<file path="src/rtl/nx_pkg.sv">
// nx_pkg: mesh message field layout, command codes and egress FSM states.
// Shared by every egress-side block.
package nx_pkg;

  localparam int NX_STREAM_W = 32;
  localparam int NX_ROW_W    = 4;
  localparam int NX_COL_W    = 4;
  localparam int NX_CMD_W    = 2;
  localparam int NX_IDX_W    = 3;

  // Fields are packed from the MSB down: row, col, command, idx, state.
  localparam int NX_ROW_LSB   = NX_STREAM_W - NX_ROW_W;
  localparam int NX_COL_LSB   = NX_ROW_LSB - NX_COL_W;
  localparam int NX_CMD_LSB   = NX_COL_LSB - NX_CMD_W;
  localparam int NX_IDX_LSB   = NX_CMD_LSB - NX_IDX_W;
  localparam int NX_STATE_BIT = NX_IDX_LSB - 1;

  typedef enum logic [NX_CMD_W-1:0] {
    NX_CMD_NOP    = 2'd0,
    NX_CMD_CFG    = 2'd1,
    NX_CMD_SIGNAL = 2'd2,
    NX_CMD_RSVD   = 2'd3
  } nx_cmd_e;

  typedef enum logic [1:0] {
    EG_IDLE,
    EG_COLLECT,
    EG_EMIT
  } nx_eg_state_e;

endpackage

</file>
<file path="src/rtl/nx_egress_unpack.sv">
// nx_egress_unpack: splits an inbound mesh message into its fields
// and classifies it as a usable signal update.
module nx_egress_unpack
  import nx_pkg::*;
#(
  parameter int STREAM_WIDTH   = NX_STREAM_W,
  parameter int ADDR_ROW_WIDTH = NX_ROW_W,
  parameter int ADDR_COL_WIDTH = NX_COL_W,
  parameter int COMMAND_WIDTH  = NX_CMD_W,
  parameter int IDX_WIDTH      = NX_IDX_W,
  parameter int COLUMNS        = 4,
  parameter int ROW_LSB        = NX_ROW_LSB,
  parameter int COL_LSB        = NX_COL_LSB,
  parameter int CMD_LSB        = NX_CMD_LSB,
  parameter int IDX_LSB        = NX_IDX_LSB,
  parameter int STATE_BIT      = NX_STATE_BIT
) (
  input  logic [STREAM_WIDTH-1:0]   data,
  output logic [ADDR_COL_WIDTH-1:0] col,
  output logic [IDX_WIDTH-1:0]      idx,
  output logic                      state,
  output logic                      is_signal,
  output logic                      in_range
);

  logic [COMMAND_WIDTH-1:0] cmd;
  logic                     unused_bits;

  assign col   = data[COL_LSB +: ADDR_COL_WIDTH];
  assign idx   = data[IDX_LSB +: IDX_WIDTH];
  assign state = data[STATE_BIT];
  assign cmd   = data[CMD_LSB +: COMMAND_WIDTH];

  assign is_signal = (cmd == NX_CMD_SIGNAL);
  assign in_range  = (32'(col) < COLUMNS);

  // Row and the low payload bits carry nothing for the egress edge.
  assign unused_bits = ^{data[ROW_LSB +: ADDR_ROW_WIDTH],
                         data[STATE_BIT-1:0]};

endmodule

</file>
<file path="src/rtl/nx_mesh_egress.sv">
// nx_mesh_egress: collects signal messages into an output vector and
// emits one snapshot per trigger. NX_EGRESS_CHANGE_MASK_EN adds out_changed_o.
module nx_mesh_egress
  import nx_pkg::*;
#(
  parameter int STREAM_WIDTH   = NX_STREAM_W,
  parameter int ADDR_ROW_WIDTH = NX_ROW_W,
  parameter int ADDR_COL_WIDTH = NX_COL_W,
  parameter int COMMAND_WIDTH  = NX_CMD_W,
  parameter int OUTPUTS        = 8,
  parameter int COLUMNS        = 4,
  parameter int COUNT_WIDTH    = 8
) (
  input  logic                         clk_i,
  input  logic                         rst_i,
  input  logic                         trigger_i,
  input  logic [COUNT_WIDTH-1:0]       expected_i,
  input  logic [STREAM_WIDTH-1:0]      ib_data_i,
  input  logic                         ib_valid_i,
  output logic                         ib_ready_o,
  output logic [COLUMNS*OUTPUTS-1:0]   out_data_o,
  output logic                         out_valid_o,
  input  logic                         out_ready_i,
  output logic [COUNT_WIDTH-1:0]       dropped_o,
`ifdef NX_EGRESS_CHANGE_MASK_EN
  output logic [COLUMNS*OUTPUTS-1:0]   out_changed_o,
`endif
  output logic                         overrun_o
);

  localparam int IDX_WIDTH = $clog2(OUTPUTS);
  localparam int VEC_WIDTH = COLUMNS * OUTPUTS;
  localparam int SEL_WIDTH = $clog2(VEC_WIDTH);

  nx_eg_state_e state_q, state_d;

  logic [COUNT_WIDTH-1:0]    exp_q, rcvd_q, rcvd_inc;
  logic [VEC_WIDTH-1:0]      vec_q;
  logic [ADDR_COL_WIDTH-1:0] col;
  logic [IDX_WIDTH-1:0]      idx;
  logic [SEL_WIDTH-1:0]      bit_sel;
  logic bit_state, is_signal, in_range;
  logic accept, update, drop, done;

  nx_egress_unpack #(
    .STREAM_WIDTH   (STREAM_WIDTH),
    .ADDR_ROW_WIDTH (ADDR_ROW_WIDTH),
    .ADDR_COL_WIDTH (ADDR_COL_WIDTH),
    .COMMAND_WIDTH  (COMMAND_WIDTH),
    .IDX_WIDTH      (IDX_WIDTH),
    .COLUMNS        (COLUMNS)
  ) u_unpack (
    .data      (ib_data_i),
    .col       (col),
    .idx       (idx),
    .state     (bit_state),
    .is_signal (is_signal),
    .in_range  (in_range)
  );

  assign accept   = ib_valid_i & ib_ready_o;
  assign update   = accept & is_signal & in_range;
  assign drop     = accept & ~(is_signal & in_range);
  assign rcvd_inc = rcvd_q + COUNT_WIDTH'(1);
  assign bit_sel  = SEL_WIDTH'(col) * SEL_WIDTH'(OUTPUTS)
                  + SEL_WIDTH'(idx);

  // The equality term alone covers a zero expectation on entry.
  assign done = (rcvd_q == exp_q) | (update & (rcvd_inc == exp_q));

  always_ff @(posedge clk_i) begin
    if (rst_i) state_q <= EG_IDLE;
    else       state_q <= state_d;
  end

  always_comb begin
    state_d = state_q;
    unique case (state_q)
      EG_IDLE:    if (trigger_i)   state_d = EG_COLLECT;
      EG_COLLECT: if (done)        state_d = EG_EMIT;
      EG_EMIT:    if (out_ready_i) state_d = EG_IDLE;
      default:                     state_d = EG_IDLE;
    endcase
  end

  always_comb begin
    ib_ready_o  = (state_q == EG_COLLECT);
    out_valid_o = (state_q == EG_EMIT);
  end

  always_ff @(posedge clk_i) begin
    if (rst_i) begin
      exp_q     <= '0;
      rcvd_q    <= '0;
      vec_q     <= '0;
      dropped_o <= '0;
      overrun_o <= 1'b0;
    end else begin
      if (state_q == EG_IDLE && trigger_i) begin
        exp_q  <= expected_i;
        rcvd_q <= '0;
      end
      if (update) begin
        vec_q[bit_sel] <= bit_state;
        rcvd_q         <= rcvd_inc;
      end
      if (drop && dropped_o != '1)
        dropped_o <= dropped_o + COUNT_WIDTH'(1);
      if (trigger_i && state_q != EG_IDLE)
        overrun_o <= 1'b1;
    end
  end

  assign out_data_o = vec_q;

`ifdef NX_EGRESS_CHANGE_MASK_EN
  logic [VEC_WIDTH-1:0] prev_q;

  always_ff @(posedge clk_i) begin
    if (rst_i)
      prev_q <= '0;
    else if (out_valid_o && out_ready_i)
      prev_q <= vec_q;
  end

  assign out_changed_o = vec_q ^ prev_q;
`endif

endmodule

</file>
<file path="config.mk">
export PLATFORM = sky130hd
export DESIGN_NAME = nx_mesh_egress
export DESIGN_NICKNAME = d
export VERILOG_FILES = /design/src/rtl/nx_pkg.sv /design/src/rtl/nx_egress_unpack.sv /design/src/rtl/nx_mesh_egress.sv
export SDC_FILE = /design/constraint.sdc
export NUM_CORES = 1
export LEC_CHECK = 0
export CAP_MARGIN = 20
export CORE_ASPECT_RATIO = 1.5
export CORE_MARGIN = 3
export CORE_UTILIZATION = 50
export CTS_BUF_LIST = sky130_fd_sc_hd__clkbuf_8
export DETAILED_ROUTE_END_ITERATION = 8
export MAX_ROUTING_LAYER = met4
export PLACE_DENSITY = 0.95
export SLEW_MARGIN = 15
export SYNTH_ARGS = -nofsm -noshare
export SYNTH_HDL_FRONTEND = slang
export SYNTH_SLANG_ARGS = --single-unit
</file>
<file path="constraint.sdc">
create_clock -name clk_i -period 3.5 [get_ports clk_i]
set_input_delay 0.7 -clock clk_i [delete_from_list [all_inputs] [get_ports clk_i]]
set_output_delay 0.7 -clock clk_i [all_outputs]
set_load 0.05 [all_outputs]
</file>
==> impl_metrics.tcl <==
set metrics [dict create \
    grt_overflow 0 \
    async_flop_share_pct 0 \
    gp_routability_congestion 0.918 \
    detailedPlace.worstSlack_ns 0.693 \
    clock_tree_from_tritoncts "built" \
    grt_first_pass_wirelength_mm 12.1 \
    post-route-period-util_pct 72.1 \
    viasPerCell 5.62 \
    layout.filler_cells 402 \
    drv.max_cap_violation_count 0 \
    cts_root_buffer "sky130_fd_sc_hd__clkbuf_8" \
    post_cts_clock_slew_at_the_launch_and_capture_registers_of_the_worst_setup_and_hold_paths_ns 0.07 \
    clock_sink_count 59 \
    critPathLaunchType "flop" \
    cts-buffers-inserted 9 \
    finalWirelength_mm 7.04 \
    die-height_um 97.6 \
    detail_route.iter0.violations 152 \
    hold_viol 0 \
    worst_hold_path_type "reg -> reg" \
    cts_setup_buffers 0 \
    io_pins 88 \
    ys_seq_area_share_pct 42.2 \
    syn-num-nets 390 \
    setup_repair_after_global_routing_missed_its_margin "false" \
    timing.critical_path.to_type "primary output" \
    netlist-cell-type-count 47 \
    placementRows 32 \
    p_leak_uw 0.00134 \
    tightest_slew_ns 0.791 \
    synth_area_um2 2800 \
    first_global_vias 2638 \
    clkLatencyLatePin_ns 0.34 \
    period_needed_ns 2.52 \
    final-setup-viol-count 0 \
    die_width_um 67.1 \
    clock_tree.htree_level_count 3 \
    fmax_ghz 0.396 \
    capturing_instance_or_port_of_the_critical_path "ib_ready_o" \
    grt_antenna_before_repair 0 \
    worst_ep_required_time_ns 2.80 \
    cts_resized 0 \
    vdd_drop_max_uv 421 \
    detailroute.via_count 2675 \
    crit_fanout 6 \
    syn_inst 343 \
    wl_per_cell_um 14.8 \
    synth_flop_cell "sky130_fd_sc_hd__dfxtp_1" \
    portBuffers 65 \
    timing_max_transition_violations_final 0 \
    ff2ff_path_depth 6 \
    final.setup.tns_ns 0 \
    max_slew_margin_pct 47.2 \
    rr_startpoint "rcvd_q[0]" \
    final.setup_skew_ns 0.00799 \
    run_status "finished clean" \
    drt_pass_1_iters 4 \
    utilization_pct 70.3 \
    antenna_cells_inserted 0 \
    timing_worst_setup_path_type "reg -> out" \
    layout-drive-gt1-share_pct 6.62 \
    crit_start "state_q[0]" \
    crit_arrival_ns 1.82 \
    power-per-cell-area_nw_per_um2 429 \
    post-dp-hpwl_mm 4.82 \
    remaining_drc_errors 0 \
    grt.total_usage_pct 24.4 \
    clock_tree.buffer_depth 2 \
    start_util_pct 52.9 \
    synth-edff-count 0 \
    holdBufCountCts 0 \
    yosys_warnings 0 \
    grt_start_max_net_pins 61 \
    postSynthAreaPerCell_um2 8.16 \
    area_growth_syn_to_layout_pct 32.8 \
    nets 450 \
    final_antenna_net_count 0 \
    register_bit_total_from_synthesis 59 \
    total_power_uw 1590 \
    r2r_end "state_q[0]" \
    core-area_um2 5290 \
    fin_worst_hold_slack_ns 0.448 \
    reg2reg_slack_ns 1.39 \
    postLayoutSetupSlackWorst_ns 0.978 \
    die_area_um2 6550 \
]
## per-stage QoR
stage	instances	cell area (µm²)
floorplan	343	2800
detailed placement	459	3470
global route	476	3720
CTS	475	3700
finish	476	3720
global placement	459	3470
## critical path, cell delays in order (launching register included)
cell,delay (ns)
sky130_fd_sc_hd__dfxtp_1,0.39
sky130_fd_sc_hd__nor2b_1,0.25
sky130_fd_sc_hd__clkdlybuf4s50_1,0.84
## kinds of logic (layout without fill, tap and decap cells)
logic type      count (synthesis)  after routing  share of synthesized area [%]
simple gates                  167            167                           30.0
compound gates                 59             59                           12.3
flops                          59             59                           42.2
buf+inv                        22             87                           3.31
xor+xnor                       19             19                           5.95
mux                            15             15                           5.41
fa+ha+maj                       2              2                          0.894
## state kept, by name, indices dropped and copies added, names as in the netlist
signal      cells
dropped_o       8
exp_q           8
out_data_o     32
overrun_o       1
rcvd_q          8
state_q         2
## cell type report
class                           instances  area, µm²  area share [%]
Clock buffer                           11        151            4.07
Clock inverter                          5       83.8            2.26
Inverter                                2       7.51           0.202
Multi-Input combinational cell        262       1520            41.0
Sequential cell                        59       1180            31.8
Tap cell                               68       85.1            2.29
Timing Repair Buffer                   69        683            18.4
## metal layers
layer  vias to the layer above  part of all wire (%)  global-route usage, %  wire [µm]
li1                       1312                     -                      -          -
met1                      1244                    41                   28.3       2880
met2                        95                    50                   37.9       3550
met3                        24                   5.4                   6.94        378
met4                         0                   3.3                   11.9        231
met5                         -                     0                      -          0
## cell usage after synthesis (2+ instances only)
cell type / n / area (µm²)
sky130_fd_sc_hd__nand3b_1: 6 / 45.0
sky130_fd_sc_hd__xnor2_1: 7 / 61.3
sky130_fd_sc_hd__nand4_1: 5 / 31.3
sky130_fd_sc_hd__nand3_1: 18 / 90.1
sky130_fd_sc_hd__nor3_1: 3 / 15.0
sky130_fd_sc_hd__inv_1: 2 / 7.51
sky130_fd_sc_hd__dfxtp_1: 59 / 1180
sky130_fd_sc_hd__buf_2: 4 / 20.0
sky130_fd_sc_hd__ha_1: 2 / 25.0
sky130_fd_sc_hd__nor2b_1: 3 / 18.8
sky130_fd_sc_hd__nor4_1: 6 / 37.5
sky130_fd_sc_hd__and4_1: 2 / 17.5
sky130_fd_sc_hd__clkbuf_1: 13 / 48.8
sky130_fd_sc_hd__mux2i_1: 14 / 140
sky130_fd_sc_hd__nand4b_1: 2 / 17.5
sky130_fd_sc_hd__nand2b_1: 7 / 43.8
sky130_fd_sc_hd__nor2_1: 38 / 143
sky130_fd_sc_hd__and3_1: 3 / 18.8
sky130_fd_sc_hd__nand2_1: 60 / 225
sky130_fd_sc_hd__or3_1: 2 / 12.5
sky130_fd_sc_hd__nor3b_1: 3 / 22.5
sky130_fd_sc_hd__o21ai_0: 12 / 60.1
sky130_fd_sc_hd__xor2_1: 12 / 105
sky130_fd_sc_hd__a21oi_1: 36 / 180
sky130_fd_sc_hd__and2_1: 2 / 12.5
## worst min-delay path by stage
stage / cells after the start / to / from / slack (ns)
floorplan: 2 / exp_q[0] / exp_q[0] / 0.45
global placement: 2 / overrun_o / overrun_o / 0.43
detailed placement: 2 / overrun_o / overrun_o / 0.44
CTS: 2 / overrun_o / overrun_o / 0.45
global route: 2 / overrun_o / overrun_o / 0.48
finish: 2 / overrun_o / overrun_o / 0.45
## cells in the final DEF (no fill, tap or decap), types with 7 or more instances in the layout
master	n
sky130_fd_sc_hd__nand2_1	60
sky130_fd_sc_hd__nand3_1	18
sky130_fd_sc_hd__clkdlybuf4s50_1	64
sky130_fd_sc_hd__clkbuf_8	11
sky130_fd_sc_hd__mux2i_1	14
sky130_fd_sc_hd__nand2b_1	7
sky130_fd_sc_hd__xor2_1	12
sky130_fd_sc_hd__xnor2_1	7
sky130_fd_sc_hd__nor2_1	38
sky130_fd_sc_hd__dfxtp_1	59
sky130_fd_sc_hd__a21oi_1	36
sky130_fd_sc_hd__o21ai_0	12
## report_power, final
| part | internal (µW) | switching (µW) |
|---|---|---|
| sequential | 685 | 14.0 |
| combinational | 67.7 | 104 |
| clock | 442 | 282 |
| total | 1190 | 400 |
No activity file was read; power rests on OpenSTA's default activity.
